[config.mk]
export PLATFORM = sky130hd
export DESIGN_NAME = dmem_arbiter
export DESIGN_NICKNAME = d
export VERILOG_FILES = /design/src/rtl/dmem_arbiter.sv
export SDC_FILE = /design/constraint.sdc
export NUM_CORES = 1
export LEC_CHECK = 0
export BUFFER_PORTS_ARGS = -buffer_cell sky130_fd_sc_hd__buf_2
export CAP_MARGIN = 20
export CORE_MARGIN = 4
export CORE_UTILIZATION = 42
export CTS_CLUSTER_DIAMETER = 80
export DETAILED_ROUTE_END_ITERATION = 16
export PLACE_DENSITY = 0.8
export SYNTH_ARGS = -nofsm -noshare
export SYNTH_HDL_FRONTEND = slang
export SYNTH_SLANG_ARGS = --single-unit
[constraint.sdc]
create_clock -name clk -period 2.4 [get_ports clk]
set_input_delay 0.12 -clock clk [delete_from_list [all_inputs] [get_ports clk]]
set_output_delay 0.12 -clock clk [all_outputs]
set_load 0.05 [all_outputs]
[src/rtl/dmem_arbiter.sv]
// rtl/dmem_arbiter.sv - two-port data memory arbiter with locked port-1 bursts and a starvation bound
//
// Purpose: shares one single-ported data memory between the MEM stage (port 0)
// and the loader/debug port (port 1). One grant per cycle at most, combinational;
// ack/err/rdata are returned one cycle after the grant.
//
// Ports:
//   clk, rst                      clock; asynchronous active-low reset
//   req0/we0/addr0/wdata0         port 0 request (held until gnt0)
//   gnt0/stall0/ack0/rdata0/err0  port 0 grant, pipeline stall, response
//   req1/we1/addr1/wdata1/lock1   port 1 request; lock1 asks for burst ownership
//   gnt1/ack1/rdata1/err1         port 1 grant and response
//   mem_addr/mem_wdata            memory address/write data (granted port)
//   mem_read/mem_write            memory strobes (suppressed out of range)
//   mem_rdata                     memory read data, combinational from mem_addr
module dmem_arbiter #(
  parameter int AW           = 16,
  parameter int DW           = 16,
  parameter int ADDR_LIMIT   = 4096,
  parameter int STARVE_LIMIT = 4,
  parameter int MAX_BURST    = 8
) (
  input  logic          clk,
  input  logic          rst,
  input  logic          req0,
  input  logic          we0,
  input  logic [AW-1:0] addr0,
  input  logic [DW-1:0] wdata0,
  output logic          gnt0,
  output logic          stall0,
  output logic          ack0,
  output logic [DW-1:0] rdata0,
  output logic          err0,
  input  logic          req1,
  input  logic          we1,
  input  logic [AW-1:0] addr1,
  input  logic [DW-1:0] wdata1,
  input  logic          lock1,
  output logic          gnt1,
  output logic          ack1,
  output logic [DW-1:0] rdata1,
  output logic          err1,
  output logic [AW-1:0] mem_addr,
  output logic [DW-1:0] mem_wdata,
  output logic          mem_read,
  output logic          mem_write,
  input  logic [DW-1:0] mem_rdata
);

  localparam int SCW = (STARVE_LIMIT < 1) ? 1 : $clog2(STARVE_LIMIT + 1);
  localparam int BCW = (MAX_BURST < 2) ? 1 : $clog2(MAX_BURST + 1);
  localparam logic [SCW-1:0] STARVE_MAX = SCW'(STARVE_LIMIT);
  // Count value before the final beat; that beat closes the burst.
  localparam logic [BCW-1:0] BURST_LAST = BCW'(MAX_BURST - 1);
  // One extra bit so a limit equal to 2**AW still compares correctly.
  localparam logic [AW:0]    LIMIT_W    = (AW + 1)'(ADDR_LIMIT);

  typedef enum logic {IDLE, BURST1} state_t;

  state_t         state, state_d;
  logic [SCW-1:0] starve_cnt, starve_d;
  logic [BCW-1:0] burst_cnt, burst_d;
  logic           yield_q, yield_d;
  logic           sel_we;
  logic           legal;

  // Grant selection. Grants are forced low while reset is asserted.
  always_comb begin
    gnt0 = 1'b0;
    gnt1 = 1'b0;
    if (rst) begin
      if (state == BURST1) begin
        gnt1 = req1;
      end else if (yield_q && req0) begin
        gnt0 = 1'b1;
      end else if (req0 && req1) begin
        if (starve_cnt == STARVE_MAX) gnt1 = 1'b1;
        else                          gnt0 = 1'b1;
      end else begin
        gnt0 = req0;
        gnt1 = req1;
      end
    end
  end

  assign stall0 = req0 & ~gnt0;

  // Without a port-1 grant the memory bus shows port 0's request.
  assign mem_addr  = gnt1 ? addr1  : addr0;
  assign mem_wdata = gnt1 ? wdata1 : wdata0;
  assign sel_we    = gnt1 ? we1    : we0;
  assign legal     = {1'b0, mem_addr} < LIMIT_W;
  assign mem_read  = (gnt0 | gnt1) & ~sel_we & legal;
  assign mem_write = (gnt0 | gnt1) &  sel_we & legal;

  // Burst FSM, starvation counter and post-burst yield flag.
  always_comb begin
    state_d = state;
    burst_d = burst_cnt;
    yield_d = 1'b0;
    case (state)
      IDLE: begin
        if (gnt1 && lock1) begin
          if (MAX_BURST <= 1) begin
            yield_d = 1'b1;
          end else begin
            state_d = BURST1;
            burst_d = BCW'(1);
          end
        end
      end
      BURST1: begin
        if (!req1 || !lock1) begin
          state_d = IDLE;
        end else if (burst_cnt == BURST_LAST) begin
          state_d = IDLE;
          yield_d = 1'b1;
          burst_d = burst_cnt + BCW'(1);
        end else begin
          burst_d = burst_cnt + BCW'(1);
        end
      end
      default: state_d = IDLE;
    endcase

    starve_d = starve_cnt;
    if (!req1 || gnt1)                 starve_d = '0;
    else if (starve_cnt != STARVE_MAX) starve_d = starve_cnt + SCW'(1);
  end

  always_ff @(posedge clk or negedge rst) begin
    if (!rst) begin
      state      <= IDLE;
      starve_cnt <= '0;
      burst_cnt  <= '0;
      yield_q    <= 1'b0;
      ack0       <= 1'b0;
      err0       <= 1'b0;
      rdata0     <= '0;
      ack1       <= 1'b0;
      err1       <= 1'b0;
      rdata1     <= '0;
    end else begin
      state      <= state_d;
      starve_cnt <= starve_d;
      burst_cnt  <= burst_d;
      yield_q    <= yield_d;
      ack0       <= gnt0;
      err0       <= gnt0 & ~legal;
      ack1       <= gnt1;
      err1       <= gnt1 & ~legal;
      if (gnt0 && mem_read) rdata0 <= mem_rdata;
      if (gnt1 && mem_read) rdata1 <= mem_rdata;
    end
  end

endmodule

== After elaboration in Yosys (flattened, before gate mapping) ==
Index checks and enable logic that the tools add are counted.
Word-level totals
  register bits: 45
  input bits: 87
  output and inout bits: 73
  word-level logic and storage cells: 66
Operators by class
  add/sub/neg operators: 2
  $lt $le $gt $ge: 1
  equality and inequality tests: 5
  multiplexer cells: 25
  bitwise operators: 12
  reductions and logical operators: 11
Operator list (count)
  $mux W16: 2
  $mux W1: 17
  $lt A16 B13 Y1 const B: 1
  $mux W4: 2
  $pmux W4 S2: 1
  $and A1 B1 Y1: 7
  $mux W3: 2
  $logic_and A1 B1 Y1: 5
  $add A4 B1 Y4 const B: 1
  $eq A4 B3 Y1 const B: 1
  $ne A2 B2 Y1 const B: 2
  $not A1 Y1: 4
  $add A3 B1 Y3 const B: 1
  $eq A3 B3 Y1 const B: 1
  $ne A3 B3 Y1 const B: 1
  $logic_not A1 Y1: 2
  $logic_or A1 B1 Y1: 2
  $pmux W1 S2: 1
  $reduce_and A2 Y1: 1
  $reduce_bool A2 Y1: 1
  $or A1 B1 Y1: 1

== Longest topological paths before layout ==
Gate-level depths: netlist of run 1.
  depth after elaboration: 11
  depth in mapped cells: 9
  gate-level depth less buffers: 7

== Worst setup path before layout of run 1 ==
OpenSTA, ideal clock, no wires.
  path kind: flip-flop to flip-flop
  start point: register starve_cnt[0]
  end point: register rdata1[10]
  setup time: 125 ps
  arrival: 1980 ps
  required time: 2275 ps
  slack: 294 ps
  cell stages (with the launch flop): 10
  buffers on the path: 2
  clock period less this slack: 2106 ps
  cells stage by stage: dfrtp_1 -> inv_1 -> ha_1 -> nand3b_1 -> a21o_1 -> buf_2 -> inv_2 -> o211ai_4 -> buf_6 -> mux2_4
Between the ends
  longest elaborated chain between the ends: 11
  elaborated cells between the ends (all ways): 19
  those cells by class: 1 x order compare; 1 x eq/ne; 12 x mux; 4 x bitwise; 1 x reduce/logical
RTL lines
  from (decl): line 61  | logic [SCW-1:0] starve_cnt, starve_d;
  from (signal assigned): line 145  | starve_cnt <= starve_d;
  $eq A3 B3 Y1 (*): line 77  | if (starve_cnt == STARVE_MAX) gnt1 = 1'b1;
  $mux W1 (*): line 77
  $mux W1 (*): line 76  | end else if (req0 && req1) begin
  $mux W1 (*): line 74  | end else if (yield_q && req0) begin
  $mux W1 (*): line 72  | if (state == BURST1) begin
  $mux W1 (*): line 71  | if (rst) begin
  named net gnt1: line 39  | output logic gnt1,
  parallel branches: the longest is 4 deep, another holds $lt A16 B13 Y1
  $logic_and A1 B1 Y1 (*): line 153  | if (gnt1 && mem_read) rdata1 <= mem_rdata;
  to (signal assigned): line 153
  to (decl): line 41  | output logic [DW-1:0] rdata1,
Mark *: on every way through the listed nets, which the timed path passes.
A chain may end at the register's enable or synchronous reset.

== Worst setup path after layout of run 1 ==
  start point: register starve_cnt[0]
  end point: output mem_wdata[5]
Between the ends
  longest elaborated chain between the ends: 7
RTL lines
  $eq A3 B3 Y1: line 77
  $mux W1: line 77
  $mux W1: line 76
  $mux W1: line 74
  $mux W1: line 72
  $mux W1: line 71
  $mux W16: line 90  | assign mem_wdata = gnt1 ? wdata1 : wdata0;
  to (decl): line 44  | output logic [DW-1:0] mem_wdata,
No other way between the ends.

==> run_results.csv, run 1 <==
group,metric,value,unit
timing,hold_violations,0,
clock_tree,cts_setup_buffers,0,
timing,setup_viol,0,
detailed_routing,drtPass1Iterations,4,
cells_and_area,multi_input_area,1180,µm²
clock_tree,clock-root-buffer,"sky130_fd_sc_hd__clkbuf_8",
placement,dpl-instance-area,3260,µm²
clock_tree,ctsHtreeMaxLevel,2,
worst_setup_path,worstPathMaxFanout,19,
timing,skew,0.00220,ns
global_routing,overflow,0,
power,total_power,0.00241,W
clock_tree,cts_tree,"yes",
worst_setup_path,setup.worst_path.end_class,"output port",
logic_synthesis,synth_top_family_by_area,"multiplexers",
logic_synthesis,synth.area.mux_share,34.0,%
power,power.sequential.fraction,37.9,%
global_routing,grt_max_degree,45,
logic_synthesis,synthSimpleGateAreaFrac,8.37,%
worst_setup_path,cp_startpoint_kind,"register",
detailed_routing,remaining_antenna_violation_count,0,
placement,dp_hpwl,5.42,mm
detailed_routing,detailroute.wirelength.met2,3.35,mm
worst_setup_path,reg2reg_to,"rdata1[3]",
timing,worst-slew-pin-transition,0.713,ns
cells_and_area,mostFrequentLayoutCells,"sky130_fd_sc_hd__buf_2, sky130_fd_sc_hd__mux2_2, sky130_fd_sc_hd__dfrtp_1",
worst_setup_path,critical_path_arrival,2.15,ns
power,power.share.switching,38.5,%
die,core_area,5540,µm²
status,outcome,"complete, no violations",
cells_and_area,post_layout_nonfiller_instances,419,
timing,grt_setup_unrepaired,"yes",
worst_setup_path,worstReg2RegStart,"starve_cnt[0]",
die,initial_utilization,43.4,%
die,die_area,7000,µm²
logic_synthesis,netlist_area_pre_place,2410,µm²
power,cell_internal_pwr,0.00148,W
detailed_routing,drt-vias-per-instance,4.97,
cells_and_area,fillerInstances,462,
detailed_routing,dr_total_vias,2083,
detailed_routing,drtIter0Drc,58,
cells_and_area,regArea,1130,µm²
worst_setup_path,setup.reg_to_reg.worst_slack,0.25,ns
global_routing,gr-usage-all-layers,18.4,%
logic_synthesis,mappedNetlistNets,273,
power,pwr-share-comb,37.7,%
timing,timing.slew.headroom,52.2,%
power,p_leak,1.93,nW
power,fraction_of_power_consumed_by_the_clock_network,24.4,%
timing,timing.final.max_slew_violations,0,
logic_synthesis,synth-xor-area-share,0.364,%
die,dieWidth,83.7,µm
clock_tree,clock_insertion_delay_worst_skew,0.29,ns
clock_tree,clockBufferDepth,2,
worst_setup_path,worstRegToRegCells,6,
placement,gp_congestion,0.800,
die,die_y,83.7,µm
detailed_routing,wl_met3,678,µm
timing,fin_crit_sh,94.7,%
global_routing,grt_first_pass_wirelength,10.5,mm
flow_run,drv.max_cap_violation_count,0,
detailed_routing,drc_errors,0,
power,ir_drop,384,µV
worst_hold_path,hold_path_class,"in2reg",
cells_and_area,syn_to_final_growth,41.1,%
logic_synthesis,synth_instances,183,
worst_hold_path,hold_start,"mem_rdata[13]",
power,netSwitchingPower,0.000928,W
logic_synthesis,postSynthAreaPerCell,13.1,µm²
detailed_routing,finalWirelength,6.54,mm
worst_setup_path,worst_setup_path_type,"reg2out",
logic_synthesis,synth-seq-area-share,46.8,%
placement,io_buffers,159,
cells_and_area,insertedDiodeCount,0,
cells_and_area,finalInstanceArea,3390,µm²
cells_and_area,finalNetCount,436,
cells_and_area,layout-drive-gt1-share,69.5,%
timing,max_freq,440,MHz
die,num_rows,27,
global_routing,grt_pass1_vias,2158,
logic_synthesis,adder_cell_area_share_of_the_yosys_netlist,1.56,%
logic_synthesis,synth_cell_type_count,36,
detailed_routing,highest-signal-layer,"met4",
logic_synthesis,synth_warnings,0,
power,power-per-cell-area,710,nW/µm²
timing,post-route-min-period,2.27,ns
clock_tree,cts_buffers,5,
placement,placed_cells,410,
detailed_routing,wirelength_met1,2.46,mm
timing,timing.setup.tns,0,ns
detailed_routing,wl_per_cell,15.6,µm
clock_tree,clkSlewWorstSetupHoldPaths,0.08,ns
cells_and_area,mostFrequentLayoutCell,"sky130_fd_sc_hd__buf_2",
global_routing,number_of_antenna_violations_at_the_first_check_in_global_routing,0,
die,boundaryPins,160,
clock_tree,cts.sink_count,45,
worst_hold_path,worst_hold_path.endpoint,"rdata1[13]",
worst_setup_path,worst-endpoint-required,2.28,ns
worst_hold_path,min_path_cells,2,
logic_synthesis,ys_ff_latch,45,
logic_synthesis,synth_compound_gate_area_share,4.73,%
==> power by group through the flow <==
stage	Combinational, W	Clock [W]	Sequential (W)
2_1_floorplan	0.000388	0	0.00119
3_3_place_gp	0.000895	0	0.000926
3_5_place_dp	0.000913	0	0.000930
4_1_cts	0.000916	0.000609	0.000915
5_1_grt	0.000959	0.000642	0.000929
6_report	0.000908	0.000588	0.000915
==> synth_stat cells (all sizes together) <==
cell / number / share of area (%)
inv: 8 / 1.2
buf: 8 / 2.8
and4: 1 / 0.36
nand3: 3 / 0.62
o22ai: 1 / 0.26
clkbuf: 1 / 0.16
o21ai: 5 / 1.0
nand3b: 2 / 0.62
mux2i: 1 / 0.42
and2: 2 / 0.52
ha: 3 / 1.6
nand4: 1 / 0.26
nand2b: 1 / 0.26
dfrtp: 45 / 47
a21oi: 1 / 0.21
nor2: 7 / 1.1
a22o: 3 / 1.1
and4b: 1 / 0.42
nor3b: 1 / 0.52
nand2: 9 / 1.4
nor2b: 3 / 0.78
a21o: 1 / 0.31
o211ai: 1 / 0.88
xnor2: 1 / 0.36
or3: 1 / 0.26
a22oi: 1 / 0.31
nor4: 1 / 0.26
nor3: 1 / 0.21
a211oi: 2 / 0.62
mux2: 65 / 34
or4: 2 / 0.78
==> area by class of cell <==
cell class,count,area share [%]
clock buffer,6,2.43
clock inverter,2,1.11
inverter,8,0.885
multi-input combinational,121,34.7
sequential,45,33.2
tap,72,2.65
timing repair buffer,165,25.0
==> worst max path at each step <==
| stage | slack [ns] | to | startpoint | depth (start not counted) |
|---|---|---|---|---|
| 2_1_floorplan | 0.29 | rdata1[10] | starve_cnt[0] | 9 |
| 3_3_place_gp | 0.33 | rdata1[1] | starve_cnt[0] | 6 |
| 3_5_place_dp | 0.24 | rdata1[3] | starve_cnt[0] | 6 |
| 4_1_cts | 0.05 | mem_wdata[5] | starve_cnt[0] | 7 |
| 5_1_grt | -0.02 | mem_wdata[5] | starve_cnt[0] | 7 |
| 6_report | 0.13 | mem_wdata[5] | starve_cnt[0] | 7 |
==> layer usage <==
metal / global-route usage (%) / up-vias
li1: - / 977
met1: 21.2 / 988
met2: 33.0 / 112
met3: 6.32 / 6
met4: 3.95 / 0
met5: 0 / -
==> critical path: stages, from the launching register on <==
cell and delay (ns):
sky130_fd_sc_hd__dfrtp_1 0.40, sky130_fd_sc_hd__inv_1 0.06, sky130_fd_sc_hd__ha_1 0.24, sky130_fd_sc_hd__nand3b_1 0.12, sky130_fd_sc_hd__a21o_1 0.23, sky130_fd_sc_hd__buf_6 0.23
sky130_fd_sc_hd__mux2_2 0.37, sky130_fd_sc_hd__buf_2 0.22
==> logic make-up (layout without fill, tap and decap cells) <==
logic type / count (synthesis) / in the layout
muxes: 66 / 66
DFF: 45 / 45
and+or+nand+nor: 36 / 36
buffers and inverters: 17 / 181
AOI/OAI and AO/OA: 15 / 15
adders and majority gates: 3 / 3
xor gates and xnor gates: 1 / 1
==> stage by stage <==
step / hold WS (ns) / setup WS, ns / utilization (%)
2_1_floorplan: -0.176 / 0.294 / -
3_3_place_gp: -0.0676 / 0.329 / 58.8
3_5_place_dp: -0.0613 / 0.238 / 58.8
4_1_cts: 0.0580 / 0.0472 / 61.2
5_1_grt: 0.0553 / -0.0150 / 61.3
6_report: 0.0701 / 0.127 / 61.3
==> registers in the layout, indices dropped and copies added (netlist names) <==
name,flops
rdata0,16
rdata1,16
burst_cnt,4
starve_cnt,3
ack0,1
ack1,1
err0,1
err1,1
state,1
yield_q,1
==> timing repair <==
action,4_1_cts,5_1_grt
hold buffers,1,0
gates resized for setup,0,2
setup endpoints to repair,0,19
hold endpoints to repair,1,0
No activity file was read; power rests on OpenSTA's default activity.
==> run 2: changes to the inputs <==
- RECOVER_POWER: default -> 100
==> run_results.csv, run 2 (synthesized netlist as in run 1, its figures left out) <==
group,metric,value,unit
cells_and_area,syn_to_final_growth,36.0,%
cells_and_area,mostFrequentLayoutCells,"sky130_fd_sc_hd__buf_2, sky130_fd_sc_hd__mux2_2, sky130_fd_sc_hd__dfrtp_1",
detailed_routing,highest-signal-layer,"met4",
detailed_routing,drc_errors,0,
cells_and_area,insertedDiodeCount,0,
detailed_routing,dr_total_vias,2074,
detailed_routing,wl_per_cell,15.7,µm
power,pwr-share-comb,36.1,%
die,die_area,7000,µm²
timing,hold_violations,0,
worst_setup_path,worst_setup_path_type,"reg2out",
detailed_routing,wirelength_met1,2.55,mm
cells_and_area,mostFrequentLayoutCell,"sky130_fd_sc_hd__buf_2",
global_routing,number_of_antenna_violations_at_the_first_check_in_global_routing,0,
clock_tree,clock_insertion_delay_worst_skew,0.29,ns
cells_and_area,finalInstanceArea,3270,µm²
power,p_leak,1.71,nW
global_routing,gr-usage-all-layers,18.4,%
cells_and_area,fillerInstances,515,
power,fraction_of_power_consumed_by_the_clock_network,25.1,%
placement,dp_hpwl,5.42,mm
power,netSwitchingPower,0.000933,W
cells_and_area,largest_registers_ranked_by_flip_flop_count,"rdata0 x16, rdata1 x16, burst_cnt x4",
detailed_routing,drtPass1Iterations,4,
clock_tree,clkSlewWorstSetupHoldPaths,0.08,ns
placement,io_buffers,159,
clock_tree,ctsHtreeMaxLevel,2,
status,outcome,"complete, no violations",
clock_tree,clockBufferDepth,2,
timing,worst-slew-pin-transition,1.09,ns
global_routing,grt_first_pass_wirelength,10.5,mm
die,boundaryPins,160,
clock_tree,cts.sink_count,45,
worst_hold_path,hold_path_class,"in2reg",
worst_hold_path,min_path_cells,2,
global_routing,overflow,0,
worst_setup_path,cp_startpoint_kind,"register",
clock_tree,cts_setup_buffers,0,
die,core_area,5540,µm²
worst_setup_path,setup.worst_path.end_class,"output port",
timing,grt_setup_unrepaired,"yes",
worst_setup_path,worstRegToRegCells,7,
placement,pre_cts_ws,0.238,ns
power,power.sequential.fraction,38.8,%
timing,fin_crit_sh,94.8,%
cells_and_area,layout-drive-gt1-share,52.7,%
detailed_routing,drtIter0Drc,52,
flow_run,drv.max_cap_violation_count,0,
worst_setup_path,critical_path_arrival,2.15,ns
power,power-per-cell-area,721,nW/µm²
timing,setup_viol,0,
timing,skew,0.00257,ns
worst_setup_path,worst-endpoint-required,2.28,ns
detailed_routing,drt-vias-per-instance,4.95,
detailed_routing,remaining_antenna_violation_count,0,
power,total_power,0.00236,W
timing,timing.setup.tns,0,ns
worst_setup_path,worstPathMaxFanout,19,
timing,setup_ws,0.125,ns
power,ir_drop,381,µV
die,num_rows,27,
detailed_routing,detailroute.wirelength.met2,3.32,mm
power,power.share.switching,39.6,%
placement,gp_congestion,0.800,
timing,max_freq,440,MHz
timing,timing.slew.headroom,27.3,%
die,initial_utilization,43.4,%
power,cell_internal_pwr,0.00143,W
timing,timing.final.max_slew_violations,0,
clock_tree,cts_tree,"yes",
die,die_y,83.7,µm
global_routing,grt_max_degree,45,
detailed_routing,wl_met3,662,µm
placement,dpl-instance-area,3260,µm²
clock_tree,clock-root-buffer,"sky130_fd_sc_hd__clkbuf_8",
timing,post-route-min-period,2.27,ns
die,dieWidth,83.7,µm
detailed_routing,finalWirelength,6.58,mm
cells_and_area,finalNetCount,436,
global_routing,grt_pass1_vias,2158,
clock_tree,cts_buffers,5,
run 2: cell types whose count changed in the layout (fill, tap and decap cells not counted), sizes merged:
cell    previous run  this run
buf              163       116
clkbuf             7        54
run 2: path summary, 6_finish.rpt:
path | startpoint | endpoint | slack (ns)
min | mem_rdata[10] | rdata1[10] | 0.05
max | starve_cnt[0] | mem_wdata[5] | 0.13
max in group asynchronous | rst | rdata1[14] | 0.85
max reg2reg | starve_cnt[0] | rdata0[6] | 0.20
min in group asynchronous | rst | err1 | 0.23
min reg2reg | rdata1[10] | rdata1[10] | 0.50
run 2: power groups by stage:
| stage | registers [W] | clock network (W) | logic, W |
|---|---|---|---|
| after floorplan | 0.00119 | 0 | 0.000388 |
| final | 0.000916 | 0.000591 | 0.000851 |
| after CTS | 0.000915 | 0.000609 | 0.000916 |
| after global routing | 0.000931 | 0.000642 | 0.000902 |
| after detailed placement | 0.000930 | 0 | 0.000913 |
| after global placement | 0.000926 | 0 | 0.000895 |
run 2: per-layer routing:
layer	track usage [%]	up-vias
met3	6.32	6
met5	0	-
met1	21.2	986
met2	33.0	105
met4	3.95	0
li1	-	977
run 2: repair_timing:
action | CTS | global route
hold endpoints to repair | 1 | 0
hold buffers | 1 | 0
resized for setup | 0 | 2
setup endpoints to repair | 0 | 19
run 2: cell type report:
| cell class | count | area (µm²) | share of cell area, % |
|---|---|---|---|
| flip-flops and latches | 45 | 1130 | 34.4 |
| multi-input cells | 121 | 1110 | 33.8 |
| inverters | 8 | 30.0 | 0.918 |
| repair buffers | 165 | 798 | 24.4 |
| clock inverters | 2 | 37.5 | 1.15 |
| well taps | 72 | 90.1 | 2.75 |
| clock buffers | 6 | 82.6 | 2.52 |
run 2: critical path, stage by stage, from the launching register on:
cell and delay [ns]:
sky130_fd_sc_hd__dfrtp_1 0.40, sky130_fd_sc_hd__inv_1 0.06, sky130_fd_sc_hd__ha_1 0.24, sky130_fd_sc_hd__nand3b_1 0.12, sky130_fd_sc_hd__a21o_1 0.23, sky130_fd_sc_hd__buf_6 0.23
sky130_fd_sc_hd__mux2_2 0.37, sky130_fd_sc_hd__buf_2 0.22
run 2: per-stage QoR:
stage          hold slack (ns)  std cells  util, %
2_1_floorplan           -0.176        183        -
3_3_place_gp           -0.0676        410     58.8
3_5_place_dp           -0.0613        410     58.8
4_1_cts                 0.0580        419     61.2
5_1_grt                 0.0413        419     59.1
6_report                0.0507        419     59.1
